### config.mk
export PLATFORM = sky130hd
export DESIGN_NAME = wishbone_bus_if
export DESIGN_NICKNAME = d
export VERILOG_FILES = /design/src/rtl/wishbone_bus_if.sv
export SDC_FILE = /design/constraint.sdc
export NUM_CORES = 1
export LEC_CHECK = 0
export CORE_MARGIN = 4
export CORE_UTILIZATION = 40
export CTS_BUF_LIST = sky130_fd_sc_hd__clkbuf_16
export DETAILED_ROUTE_END_ITERATION = 12
export PLACE_DENSITY = 0.89
export SLEW_MARGIN = 20
export SYNTH_ARGS = -nofsm -noshare
export SYNTH_HDL_FRONTEND = slang
export SYNTH_SLANG_ARGS = --single-unit
### constraint.sdc
create_clock -name clk -period 3.9 [get_ports clk]
set_input_delay 0.78 -clock clk [delete_from_list [all_inputs] [get_ports clk]]
set_output_delay 0.78 -clock clk [all_outputs]
set_load 0.05 [all_outputs]
### src/rtl/wishbone_bus_if.sv
`default_nettype none
// ============================================================================
//  Module   : wishbone_bus_if
//  Purpose  : Bridges one OpenMIPS memory port (instruction fetch or data
//             access) onto a Wishbone B3 classic master bus. Holds the
//             pipeline through stallreq until the slave acks, parks read
//             data while the owning stage is frozen by another stall
//             source, and aborts the cycle on an exception flush or an
//             optional ack timeout.
//  Ports    : clk, rst (sync, active-low)
//             stall_i[5:0], flush_i          - pipeline control from ctrl
//             cpu_ce_i, cpu_addr_i[31:0], cpu_data_i[31:0],
//             cpu_we_i, cpu_sel_i[3:0]       - core-side request
//             cpu_data_o[31:0], stallreq     - core-side response
//             bus_err_o                      - 1-cycle timeout abort pulse
//             wishbone_data_i[31:0], wishbone_ack_i          - slave side
//             wishbone_addr_o/data_o/we_o/sel_o/stb_o/cyc_o  - master side
//  Revision : 1.0 - initial release
// ============================================================================
module wishbone_bus_if #(
    parameter int STALL_IDX = 1,
    parameter int TIMEOUT   = 0
) (
    input  logic        clk,
    input  logic        rst,
    input  logic [5:0]  stall_i,
    input  logic        flush_i,
    input  logic        cpu_ce_i,
    input  logic [31:0] cpu_addr_i,
    input  logic [31:0] cpu_data_i,
    input  logic        cpu_we_i,
    input  logic [3:0]  cpu_sel_i,
    output logic [31:0] cpu_data_o,
    output logic        stallreq,
    output logic        bus_err_o,
    input  logic [31:0] wishbone_data_i,
    input  logic        wishbone_ack_i,
    output logic [31:0] wishbone_addr_o,
    output logic [31:0] wishbone_data_o,
    output logic        wishbone_we_o,
    output logic [3:0]  wishbone_sel_o,
    output logic        wishbone_stb_o,
    output logic        wishbone_cyc_o
);

    localparam logic [1:0] c_IDLE       = 2'd0;
    localparam logic [1:0] c_BUSY       = 2'd1;
    localparam logic [1:0] c_WAIT_STALL = 2'd2;

    localparam logic       c_TO_EN      = (TIMEOUT != 0);
    // Terminal count: the abort edge follows the TIMEOUT-th BUSY cycle.
    localparam logic [7:0] c_TO_LAST    = 8'(TIMEOUT - 1);

    logic [1:0]  r_state;
    logic [31:0] r_addr;
    logic [31:0] r_wdata;
    logic        r_we;
    logic [3:0]  r_sel;
    logic        r_cyc;      // drives both stb and cyc so they never diverge
    logic [31:0] r_rd_buf;
    logic [7:0]  r_wait_cnt;
    logic        r_bus_err;

    logic        w_stall_own;
    logic        w_timeout;
    logic        w_unused;

    assign w_stall_own = stall_i[STALL_IDX];
    assign w_timeout   = c_TO_EN && (r_wait_cnt == c_TO_LAST);
    assign w_unused    = ^stall_i;

    always_ff @(posedge clk) begin
        if (!rst) begin
            r_state    <= c_IDLE;
            r_addr     <= 32'd0;
            r_wdata    <= 32'd0;
            r_we       <= 1'b0;
            r_sel      <= 4'd0;
            r_cyc      <= 1'b0;
            r_rd_buf   <= 32'd0;
            r_wait_cnt <= 8'd0;
            r_bus_err  <= 1'b0;
        end else begin
            r_bus_err <= 1'b0;
            case (r_state)
                c_IDLE: begin
                    if (cpu_ce_i && !flush_i) begin
                        r_addr     <= cpu_addr_i;
                        r_wdata    <= cpu_data_i;
                        r_we       <= cpu_we_i;
                        r_sel      <= cpu_sel_i;
                        r_cyc      <= 1'b1;
                        r_wait_cnt <= 8'd0;
                        r_state    <= c_BUSY;
                    end
                end
                c_BUSY: begin
                    if (flush_i) begin
                        // Flush outranks a coincident ack: the word is dropped.
                        r_addr  <= 32'd0;
                        r_wdata <= 32'd0;
                        r_we    <= 1'b0;
                        r_sel   <= 4'd0;
                        r_cyc   <= 1'b0;
                        r_state <= c_IDLE;
                    end else if (wishbone_ack_i) begin
                        r_addr  <= 32'd0;
                        r_wdata <= 32'd0;
                        r_we    <= 1'b0;
                        r_sel   <= 4'd0;
                        r_cyc   <= 1'b0;
                        if (!r_we) begin
                            r_rd_buf <= wishbone_data_i;
                        end
                        r_state <= w_stall_own ? c_WAIT_STALL : c_IDLE;
                    end else begin
                        if (r_wait_cnt != 8'hFF) begin
                            r_wait_cnt <= r_wait_cnt + 8'd1;
                        end
                        if (w_timeout) begin
                            r_addr    <= 32'd0;
                            r_wdata   <= 32'd0;
                            r_we      <= 1'b0;
                            r_sel     <= 4'd0;
                            r_cyc     <= 1'b0;
                            r_bus_err <= 1'b1;
                            r_state   <= c_IDLE;
                        end
                    end
                end
                c_WAIT_STALL: begin
                    if (flush_i) begin
                        r_rd_buf <= 32'd0;
                        r_state  <= c_IDLE;
                    end else if (!w_stall_own) begin
                        r_state <= c_IDLE;
                    end
                end
                default: r_state <= c_IDLE;
            endcase
        end
    end

    always_comb begin
        stallreq   = 1'b0;
        cpu_data_o = 32'd0;
        case (r_state)
            c_IDLE: begin
                stallreq = cpu_ce_i & ~flush_i;
            end
            c_BUSY: begin
                if (flush_i) begin
                    stallreq = 1'b0;
                end else if (wishbone_ack_i) begin
                    // Bypass the acked word so the core sees it with no extra latency.
                    cpu_data_o = r_we ? 32'd0 : wishbone_data_i;
                end else begin
                    stallreq = 1'b1;
                end
            end
            c_WAIT_STALL: begin
                cpu_data_o = r_rd_buf;
            end
            default: begin
                stallreq   = 1'b0;
                cpu_data_o = 32'd0;
            end
        endcase
    end

    assign wishbone_addr_o = r_addr;
    assign wishbone_data_o = r_wdata;
    assign wishbone_we_o   = r_we;
    assign wishbone_sel_o  = r_sel;
    assign wishbone_stb_o  = r_cyc;
    assign wishbone_cyc_o  = r_cyc;
    assign bus_err_o       = r_bus_err;

endmodule
`default_nettype wire
==> flow_summary.yaml, run 1 <==
flow_run:
  cap_violations: 0
global_route:
  overflow: 0
  antenna_found_initial: 1
  grt_pass1_vias: 4589
  grtUsageTotal_pct: 20.4
  grt_pass1_wl_um: 22100
  grt_max_degree: 55
finish:
  fin_util_pct: 66.0
  area_growth_pct: 58.2
  drive_gt1_share_pct: 10.7
  design_area_um2: 7310
  final_nets: 849
  fin_cells: 880
  nFillCells: 830
  layout_common_cells: "177 x clkdlybuf4s50_1, 149 x nand2_1, 104 x dfxtp_1"
  multi_input_area_um2: 2210
  seqCellArea_um2: 2080
  mostFrequentLayoutCell: "clkdlybuf4s50_1"
drt:
  postRouteAntennaNets: 0
  routedLengthMet1_um: 5520
  met2_wirelength_um: 6760
  drtIter0Drc: 357
  dr_wl_met3_um: 1550
  viasPerCell: 5.30
  wl_per_cell_um: 16.2
  wirelength_um: 14200
  via_count: 4663
  drt_first_pass_iters: 4
  top_layer: "met4"
  drc: 0
timing:
  worst_pin_slew_ns: 0.878
  hold_viol: 0
  clock.fmax_mhz: 292
  post-route-period-util_pct: 87.7
  period_needed_ns: 3.42
  slew_violations: 0
  slew_headroom_pct: 41.5
  setup_viol: 0
  fin_skew_ns: 0.00807
  setup_tns_ns: 0
  rsz0062_at_grt: "no"
clock_network:
  numCtsBuffers: 9
  worstSkewPairLatency_ns: 0.34
  root_buffer: "clkbuf_16"
  tritoncts: "yes"
  path_clk_slew_ns: 0.07
  post_cts_resized: 0
  cts_sinks: 104
  cts_max_level: 3
  hold_buffers: 0
  clock_path_buffers: 2
  cts_setup_buffers: 0
placed_design:
  io_buffer_count: 210
  globalplace.congestion: 0.827
  postPlaceCellArea_um2: 6990
  dp_cells: 863
  dp_hpwl_um: 10400
pwr:
  p_leak_nw: 2.57
  pwr-share-comb_pct: 36.0
  p_seq_share_pct: 36.0
  peakVddDrop_uv: 330
  switching_share_pct: 35.8
  switching_power_mw: 1.23
  intPower_mw: 2.21
  p_clk_share_pct: 28.0
  p_per_area_nw_per_um2: 470
synthesis:
  syn_area_per_cell_um2: 8.30
  synth_seq_cells: 104
  synth.distinct_cells: 31
  seq_area_frac_synth_pct: 45.0
  synth-edff-count: 0
  synthesis.nets: 672
  yosysWarningCount: 0
  syn_inst: 557
  synth_top_flop_cell: "dfxtp_1"
  synthArstFlopShare_pct: 0
  synthesis.area_um2: 4620
floorplan:
  initial_utilization_pct: 41.7
  die_area_um2: 13300
  core-area_um2: 11100
  ios: 217
  die_h_um: 116
  die_w_um: 116
  row_count: 38
critical_path:
  path_class: "in -> out"
  reg2reg_slack_ns: 1.55
  end_kind: "output pin"
  worst_ep_arrival_time_ns: 2.64
  crit_family: "buffers and inverters"
  required_ns: 3.12
  slowest_delay_ns: 0.58
  cp_num_buf_inv: 3
  cpMaxStageDelayCell: "clkdlybuf4s50_1"
  start_kind: "input port"
  cp_max_fo: 34
  cp_cell_sequence: "clkdlybuf4s50_1 -> and4bb_1 -> buf_4 -> a22oi_1 -> nor2b_1 -> buf_12"
worst_hold_path:
  hp-class: "reg -> reg"
outcome:
  run_status: "complete, no violations"
per-layer routing:
metal / up-vias / GRT usage, %
met3: 30 / 8.25
met2: 197 / 34.3
met5: - / 0
li1: 2235 / -
met4: 0 / 8.22
met1: 2201 / 22.9
state kept, by name (all words and copies together) (netlist names):
signal / cells
wishbone_cyc_o: 1
r_rd_buf: 32
wishbone_sel_o: 4
r_state: 2
wishbone_we_o: 1
wishbone_data_o: 32
wishbone_addr_o: 32
worst min-delay path: stages, from the launching register on:
cell and delay, ns:
dfxtp_1 0.31, nand2_1 0.05, a21oi_1 0.05
synth_stat cells, drive strengths merged, types with 2 or more instances:
cell	count	area, µm²
nor2	3	11.3
nand2b	2	15.0
inv	3	11.3
a22oi	32	240
nor2b	32	200
nand2	154	591
a21boi	33	248
dfxtp	104	2080
nand4b	21	184
nand3	53	265
o21ai	2	13.8
buf	33	248
a21oi	50	292
and2b	2	15.0
clkbuf	22	82.6
ha	3	37.5
mux2i	2	20.0
area by class of cell:
class	instances	share of cell area [%]
Timing Repair Buffer	221	34.4
Clock inverter	7	1.27
Tap cell	140	2.40
Inverter	3	0.154
Clock buffer	9	3.08
Antenna cell	1	0.0342
Sequential cell	104	28.5
Multi-Input combinational cell	395	30.2
metrics by stage:
step | power, mW | worst slack, ns | hold WS, ns
after floorplan | 2.09 | 0.834 | 0.447
after global placement | 2.46 | 0.517 | 0.438
after detailed placement | 2.50 | 0.477 | 0.446
after CTS | 3.46 | 0.475 | 0.453
after global routing | 3.58 | 0.361 | 0.472
final | 3.43 | 0.479 | 0.452
logic make-up after synthesis:
logic type,count (synthesis),synth area share [%]
simple gates,270,28.3
buf+inv,58,7.39
flops,104,45.0
fa+ha+maj,3,0.812
other cells,1,0.0811
compound gates,119,18.0
mux,2,0.433
path summary, 6_finish.rpt:
| kind | startpoint | to | cells past startpoint |
|---|---|---|---|
| worst min register to register | wishbone_addr_o[21]$_SDFFE_PN0P_ | wishbone_addr_o[21]$_SDFFE_PN0P_ | 2 |
| worst max-delay path | flush_i | cpu_data_o[20] | 6 |
| worst max register to register | r_state[1]$_SDFFE_PN0P_ | r_rd_buf[0]$_SDFFE_PN0P_ | 7 |
| worst min-delay path | wishbone_addr_o[21]$_SDFFE_PN0P_ | wishbone_addr_o[21]$_SDFFE_PN0P_ | 2 |
power by group through the flow:
stage                     Sequential, mW  Combinational [mW]  Clock (mW)
final                               1.24                1.24       0.961
after global routing                1.25                1.31        1.02
after CTS                           1.24                1.25       0.978
after detailed placement            1.26                1.24           0
after global placement              1.25                1.21           0
after floorplan                     1.57               0.520           0
Note: power is estimated with default switching activity, not from simulation.
==> run 2: changes to the inputs <==
- CELL_PAD_IN_SITES_DETAIL_PLACEMENT: not set -> 1
- CELL_PAD_IN_SITES_GLOBAL_PLACEMENT: not set -> 1
- CORE_MARGIN: 4 -> 5
- CORE_UTILIZATION: 40 -> 31
- PLACE_DENSITY: 0.89 -> 0.95
==> flow_summary.yaml, run 2 (same netlist as run 1, synthesis figures left out) <==
outcome:
  run_status: "complete, no violations"
floorplan:
  die_w_um: 132
  ios: 217
  row_count: 44
  initial_utilization_pct: 31.7
  die_h_um: 132
  core-area_um2: 14600
  die_area_um2: 17500
timing:
  slew_headroom_pct: 44.2
  slew_violations: 0
  fin_skew_ns: 0.00714
  worst_pin_slew_ns: 0.837
  clock.fmax_mhz: 305
  hold_viol: 0
  period_needed_ns: 3.28
  setup_viol: 0
  post-route-period-util_pct: 84.0
  setup_tns_ns: 0
  worst_slack_ns: 0.625
  rsz0062_at_grt: "no"
critical_path:
  cp_max_fo: 34
  cp_cell_sequence: "clkdlybuf4s50_1 -> and4bb_1 -> buf_4 -> a22oi_1 -> nor2b_1 -> buf_12"
  required_ns: 3.12
  end_kind: "output pin"
  worst_ep_arrival_time_ns: 2.50
  slowest_delay_ns: 0.52
  cpMaxStageDelayCell: "clkdlybuf4s50_1"
  path_class: "in -> out"
  start_kind: "input port"
finish:
  mostFrequentLayoutCell: "clkdlybuf4s50_1"
  design_area_um2: 7360
  area_growth_pct: 59.1
  layout_common_cells: "177 x clkdlybuf4s50_1, 149 x nand2_1, 104 x dfxtp_1"
  n_antenna_cell: 0
  fin_util_pct: 50.4
  final_nets: 849
  drive_gt1_share_pct: 10.8
clock_network:
  root_buffer: "clkbuf_16"
  hold_buffers: 0
  cts_setup_buffers: 0
  worstSkewPairLatency_ns: 0.34
  post_cts_resized: 0
  numCtsBuffers: 9
  clock_path_buffers: 2
  cts_max_level: 3
  cts_sinks: 104
  tritoncts: "yes"
  path_clk_slew_ns: 0.07
pwr:
  pwr-share-comb_pct: 37.2
  p_leak_nw: 2.56
  switching_power_mw: 1.26
  p_seq_share_pct: 36.3
  peakVddDrop_uv: 223
  p_per_area_nw_per_um2: 463
  switching_share_pct: 37.0
  p_clk_share_pct: 26.5
  intPower_mw: 2.15
global_route:
  grt_pass1_vias: 4903
  overflow: 0
  antenna_found_initial: 0
  grt_pass1_wl_um: 25900
  grt_max_degree: 79
  grtUsageTotal_pct: 18.1
placed_design:
  io_buffer_count: 210
  postPlaceCellArea_um2: 7060
  dp_slack_ns: 0.614
  dp_hpwl_um: 11900
  globalplace.congestion: 0.784
drt:
  postRouteAntennaNets: 0
  wl_per_cell_um: 17.6
  via_count: 4616
  drt_first_pass_iters: 4
  drtIter0Drc: 199
  wirelength_um: 16300
  viasPerCell: 5.00
  drc: 0
flow_run:
  cap_violations: 0
worst_hold_path:
  hp-class: "reg -> reg"
[run 2: worst paths after layout]
kind | endpoint | depth (start not counted) | slack (ns) | startpoint
worst min-delay path | wishbone_data_o[27]$_SDFFE_PN0P_ | 2 | 0.45 | wishbone_data_o[27]$_SDFFE_PN0P_
worst max register to register | wishbone_data_o[3]$_SDFFE_PN0P_ | 8 | 1.35 | r_state[1]$_SDFFE_PN0P_
worst max-delay path | cpu_data_o[12] | 6 | 0.62 | wishbone_ack_i
worst min register to register | wishbone_data_o[27]$_SDFFE_PN0P_ | 2 | 0.45 | wishbone_data_o[27]$_SDFFE_PN0P_
[run 2: layer usage]
layer | vias to the layer above | track usage (%) | part of all wire [%]
met5 | - | 0 | 0
met4 | 0 | 5.09 | 1.2
met3 | 14 | 8.21 | 10
met2 | 167 | 30.5 | 48
met1 | 2196 | 20.8 | 41
li1 | 2239 | - | -
[run 2: final cells by class]
cell class,count,area (µm²)
clock buffer,9,225
clock inverter,7,71.3
fill,1667,7230
inverter,3,11.3
multi-input combinational,395,2210
sequential,104,2080
tap,184,230
timing repair buffer,221,2520
[run 2: power by group through the flow]
stage	Clock (mW)	Combinational (mW)	Sequential, mW
2_1_floorplan	0	0.520	1.57
5_1_grt	0.975	1.35	1.25
6_report	0.901	1.27	1.24
3_5_place_dp	0	1.28	1.26
3_3_place_gp	0	1.26	1.25
4_1_cts	0.935	1.29	1.24
[run 2: stage by stage]
| step | power [mW] | std cells | hold slack, ns |
|---|---|---|---|
| CTS | 3.46 | 923 | 0.455 |
| global route | 3.58 | 923 | 0.473 |
| floorplan | 2.09 | 557 | 0.447 |
| detailed placement | 2.54 | 907 | 0.445 |
| finish | 3.40 | 923 | 0.453 |
| global placement | 2.51 | 907 | 0.437 |
[run 2: worst max-delay path: cells and delay by family]
family	cells	cell delay (ns)
compound gates	1	0.12
buf+inv	3	1.06
simple gates	2	0.51
